File: src/rtl/countdown_pkg.sv
// Shared types for the countdown timer: the four-state control FSM encoding.
package countdown_pkg;

   typedef enum logic [1:0] {
      IDLE   = 2'd0,
      ARMED  = 2'd1,
      RUN    = 2'd2,
      PAUSED = 2'd3
   } state_t;

endpackage

File: src/rtl/countdown_timer_tick_gen.sv
// Prescaler for the countdown timer: raises tick once every PRESCALE enabled
// cycles. The phase holds while en is low, so a paused run resumes mid-period.
// With PRESCALE = 1 there is no state and tick simply follows en.
module tick_gen #(
   parameter int PRESCALE = 1
) (
   input  logic clk,
   input  logic rst,
   input  logic clr,
   input  logic en,
   output logic tick
);

   generate
      if (PRESCALE <= 1) begin : g_bypass
         logic unused_inputs;
         assign unused_inputs = ^{clk, rst, clr};
         assign tick = en;
      end else begin : g_div
         localparam int PW = $clog2(PRESCALE);
         localparam logic [PW-1:0] LAST = PW'(PRESCALE - 1);

         logic [PW-1:0] phase;

         // Phase counter: cleared on request, advances only while enabled.
         always_ff @(posedge clk or posedge rst) begin
            if (rst) begin
               phase <= '0;
            end else if (clr) begin
               phase <= '0;
            end else if (en) begin
               phase <= (phase == LAST) ? '0 : phase + 1'b1;
            end
         end

         assign tick = en && (phase == LAST);
      end
   endgenerate

endmodule

File: src/rtl/countdown_timer.sv
// Loadable down-counting timer. A reload value is taken over a valid/ready
// port, counting starts on command, one decrement per prescaled tick, and a
// one-cycle done pulse marks expiry (optionally reloading for periodic use).
module countdown_timer
   import countdown_pkg::*;
#(
   parameter int WIDTH    = 8,
   parameter int PRESCALE = 1
) (
   input  logic             clk,
   input  logic             rst,
   input  logic             load_valid,
   output logic             load_ready,
   input  logic [WIDTH-1:0] load_val,
   input  logic             start,
   input  logic             pause,
   input  logic             abort,
   input  logic             auto_reload,
   output logic [WIDTH-1:0] count,
   output logic             busy,
   output logic             done
);

   state_t           state;
   state_t           state_nxt;
   logic [WIDTH-1:0] reload_reg;
   logic             load_fire;
   logic             counting;
   logic             active;
   logic             tick;
   logic             terminal;
   logic             start_zero;
   logic             clr;

   // Abort outranks everything, so a load offered alongside it is refused.
   assign load_fire  = load_valid && load_ready && !abort;
   assign counting   = (state == RUN) || (state == PAUSED);
   // A PAUSED cycle with pause already released counts as a running cycle,
   // so each cycle with pause high costs exactly one cycle of delay.
   assign active     = counting && !pause && !abort;
   assign terminal   = tick && (count == WIDTH'(1));
   // Starting from a zero load expires immediately without counting.
   assign start_zero = (state == ARMED) && start && !load_fire && !abort &&
                       (count == '0);
   // Prescaler is held at zero whenever no run is in progress.
   assign clr        = abort || !counting;

   tick_gen #(
      .PRESCALE (PRESCALE)
   ) u_tick_gen (
      .clk  (clk),
      .rst  (rst),
      .clr  (clr),
      .en   (active),
      .tick (tick)
   );

   // State register.
   always_ff @(posedge clk or posedge rst) begin
      if (rst) begin
         state <= IDLE;
      end else begin
         state <= state_nxt;
      end
   end

   // Next-state logic: abort first, then load, start, pause and expiry.
   always_comb begin
      state_nxt = state;
      if (abort) begin
         state_nxt = IDLE;
      end else begin
         case (state)
            IDLE: begin
               if (load_fire) state_nxt = ARMED;
            end
            ARMED: begin
               if (load_fire) begin
                  state_nxt = ARMED;
               end else if (start) begin
                  state_nxt = (count == '0) ? IDLE : RUN;
               end
            end
            RUN, PAUSED: begin
               if (pause) begin
                  state_nxt = PAUSED;
               end else if (terminal && !auto_reload) begin
                  state_nxt = IDLE;
               end else begin
                  state_nxt = RUN;
               end
            end
            default: state_nxt = IDLE;
         endcase
      end
   end

   // Status outputs decoded from the state register.
   always_comb begin
      load_ready = (state == IDLE) || (state == ARMED);
      busy       = counting;
   end

   // Count and reload value: load, decrement, reload or clear on expiry.
   always_ff @(posedge clk or posedge rst) begin
      if (rst) begin
         count      <= '0;
         reload_reg <= '0;
      end else if (abort) begin
         count <= '0;
      end else if (load_fire) begin
         count      <= load_val;
         reload_reg <= load_val;
      end else if (terminal) begin
         count <= auto_reload ? reload_reg : '0;
      end else if (tick) begin
         count <= count - 1'b1;
      end
   end

   // One-cycle expiry pulse; abort in the same cycle suppresses it.
   always_ff @(posedge clk or posedge rst) begin
      if (rst) begin
         done <= 1'b0;
      end else begin
         done <= !abort && (start_zero || terminal);
      end
   end

endmodule

File: config.mk
export PLATFORM = sky130hd
export DESIGN_NAME = countdown_timer
export DESIGN_NICKNAME = d
export VERILOG_FILES = /design/src/rtl/countdown_pkg.sv /design/src/rtl/countdown_timer_tick_gen.sv /design/src/rtl/countdown_timer.sv
export SDC_FILE = /design/constraint.sdc
export NUM_CORES = 1
export LEC_CHECK = 0
export CORE_UTILIZATION = 53
export DETAILED_ROUTE_END_ITERATION = 8
export GPL_ROUTABILITY_DRIVEN = 0
export PLACE_DENSITY = 0.89
export SLEW_MARGIN = 25
export SYNTH_ARGS = -nofsm -noshare
export SYNTH_HDL_FRONTEND = slang
export SYNTH_HIERARCHICAL = 1
export SYNTH_SLANG_ARGS = --single-unit
File: constraint.sdc
create_clock -name clk -period 4.6 [get_ports clk]
set_clock_uncertainty 0.15 [all_clocks]
set_input_delay 0.92 -clock clk [delete_from_list [all_inputs] [get_ports clk]]
set_output_delay 0.92 -clock clk [all_outputs]
set_load 0.01 [all_outputs]
==> reports/results.txt <==
The flow ran to the end, and the final reports show no timing, DRC or antenna violations. The logs give 4.63 ns for the data required time of the worst path and 19 for the clock net sink count. In this run, synthesis inferred 0 flip-flops with an integrated enable. The first global-routing pass estimated 4.85 mm of wire. Setup repair after global routing left no endpoint under its margin.

The tool flagged a number of max-cap violations equal to 0. The worst setup path startpoint is abort. Clock tree synthesis selected as its root buffer the cell clkbuf_4.

The run gives 0 ns as the sum of negative setup slack. STA classifies the critical path startpoint as an input pin. The highest metal layer with signal wires was met4. Type of destination of the critical path: a flip-flop.

The clock-pin slew on the worst setup and hold paths works out to 0.11 ns. In this run the deepest clock path goes through 2 buffers. The fraction of synthesized cell area taken by the top area cell type is 0.400. The first-pass iteration count of the detailed router is 4. The synthesized net count is 148. In this run, post-CTS hold repair placed 0 buffers. The count of pins over their slew limit was 0; the pin count of the biggest net entering global routing was 20. Measured in cells, the most critical reg-to-reg path has a length of 7. Yosys printed 6 warnings. The count of final hold-check violations came out at 0. After floorplanning, the core was divided into 16 placement rows. At the end of the flow, the number of nets in the layout was 172. The number of antenna violations at the first check in global routing is 0. In this run, post-CTS repair resized a total of 0 instances. The largest driver fanout on the critical path is 15, and the signed area change from the synthesized netlist to the final layout is 24.1%. For this design the top-level I/O count stands at 26. The run gives 64 as the number of design-rule violations left by the first detailed-router iteration. The via count of the first global-routing pass was 1,055; the worst hold slack was 0.371 ns.

The endpoint identified for the worst register-to-register timing path is count[6]. The most used flip-flop cell after synthesis is dfrtp_1. The flop and latch count out of synthesis was 19; the via count was 1,143. For this run, design rule violations remaining after detail routing come to 0. Final period utilization: 0.728. Antenna diode instance count: 0.

The total standard cell area after synthesis was 0.00119 mm^2. The startpoint identified for the worst register-to-register timing path is state[1]. At the pin with the least slew margin, the transition time is 0.747 ns. Detailed placement ended at an HPWL of 2.09 mm.

The post-detailed-route count of antenna-violating nets is 0, and the remaining global-route overflow is 0. The relative slew slack is 0.501. Post-CTS timing repair inserted 0 buffers for setup. The count of different cell masters after synthesis is 40, and the final critical path time including I/O delays and setup is 3.35 ns. Worst setup path category: input pin to flip-flop. The worst min-delay path class is flip-flop to flip-flop.

The share of async-settable or async-resettable flops after synthesis was 1.00. In the final routed layout, each cell accounts on average for 16.3 um. For this design the ratio of total power to cell area is 258 mW/mm^2. The ratio of cells with drive above 1 in the final layout came out at 0.118. Wire segments on met2 add up to 1.38 mm in the final route.

Using the TritonRoute via totals, the vias-per-cell ratio works out to 6.35. The met3 wire length is 283 um, and the total wire length after detailed routing is 2.93 mm. The critical path ends at count[6]. For the arrival time at the worst endpoint, the log shows 3.37 ns. The total area inside the core boundary comes to 0.00204 mm^2. TritonCTS created 3 clock buffers. The tools report the H-tree level count as 1. The initial core utilization was 0.581. Dividing the synthesized area by the synthesized cell count gives 9.13 um^2. At the later pin of the worst-skew pair, clock insertion delay measures 0.31 ns. The cell type with the largest total area after synthesis is dfrtp_1. For this run, the top clock speed supported by timing is 299 MHz.

The height of the die works out to 49.3 um. Across the VDD grid, the largest voltage drop is 0.182 mV. The total die area was 0.00243 mm^2. In the synthesized netlist, the number of instances is 130.

The sequential-to-total area share from yosys stat came out at 0.400. After detailed routing, the wire length on met1 is 1.19 mm. Setup violations remaining at the end of the flow were counted as 0. By area the synthesized netlist is led by dfrtp_1 40%, mux2_2 6.6%, nand2_1 4.1%.

TritonCTS built the clock tree. The total global-route track usage came out at 0.262. For this design the static power due to leakage is 0.592 nW. Die boundary width: 49.3 um.

Input and output buffers added on the ports amount to 25. The worst setup slack for register-to-register paths is 2.30 ns.
==> logic make-up (layout without fill, tap and decap cells) <==
group	after synthesis	in the layout	synth area share
AO/OA/AOI/OAI	33	33	0.189
XOR/XNOR	1	1	0.00738
adder cells (fa/ha/maj)	3	3	0.0316
buffers and inverters	11	34	0.0390
flip-flops	19	19	0.400
multiplexers	8	8	0.0748
AND/OR/NAND/NOR	55	55	0.258
==> critical path, stage by stage <==
cell	delay (ns)
clkdlybuf4s50_1	0.70
nand2b_1	0.28
nor2_1	0.37
and2_1	0.30
nand2_1	0.15
a21o_1	0.18
a2111oi_0	0.40
nor4_1	0.08
==> metal layers <==
metal  up-vias  global-route usage
met5         -                   0
met4         0               0.142
met3         9              0.0467
met2        77               0.420
met1       533               0.332
li1        524                   -
==> synth_stat cells (all sizes together), types with 2 or more instances <==
cell	instances
dfrtp	19
nand2	13
nor2	10
o21ai	9
a21oi	7
mux2	7
nand3	7
nor3	7
clkbuf	5
inv	4
nand2b	4
nor2b	4
o31ai	4
ha	3
or3	3
a211oi	2
a31oi	2
buf	2
nand3b	2
nor4	2
==> metrics by stage <==
stage	setup slack (ns)	utilization	cells	total power, mW	cell area, um^2
after global routing	1.06	0.722	180	0.397	1470
after floorplan	2.20	-	130	0.253	1190
after CTS	1.28	0.722	180	0.380	1470
after detailed placement	0.977	0.709	176	0.292	1450
final	1.25	0.722	180	0.380	1470
after global placement	1.03	0.709	176	0.288	1450
==> cells in the final DEF, fill, tap and decap left out, drive strengths merged, types with 7 or more instances in the layout <==
cell           instances
nor2                  10
mux2                   7
dfrtp                 19
a21oi                  7
nand3                  7
nand2                 13
clkdlybuf4s50         25
nor3                   7
o21ai                  9
==> power breakdown <==
part           leakage (nW)  internal [mW]  switching, mW
Combinational         0.336         0.0468         0.0447
Sequential            0.241          0.183         0.0165
Clock                0.0150         0.0339         0.0552
Total                 0.592          0.264          0.116
==> cell type report <==
cell class,instances,area (um^2)
inverters,4,15.0
flip-flops and latches,19,475
multi-input cells,100,666
well taps,27,33.8
clock buffers,4,26.3
repair buffers,26,258
fillers,167,568
==> worst min path at each step <==
stage / startpoint / to / slack [ns] / depth (start not counted)
2_1_floorplan: reload_reg[0] / reload_reg[0] / 0.32 / 2
3_3_place_gp: reload_reg[5] / reload_reg[5] / 0.35 / 1
3_5_place_dp: reload_reg[5] / reload_reg[5] / 0.35 / 1
4_1_cts: reload_reg[5] / reload_reg[5] / 0.38 / 1
5_1_grt: reload_reg[5] / reload_reg[5] / 0.40 / 1
6_report: reload_reg[5] / reload_reg[5] / 0.37 / 1
Power figures use the tool's default switching activity.
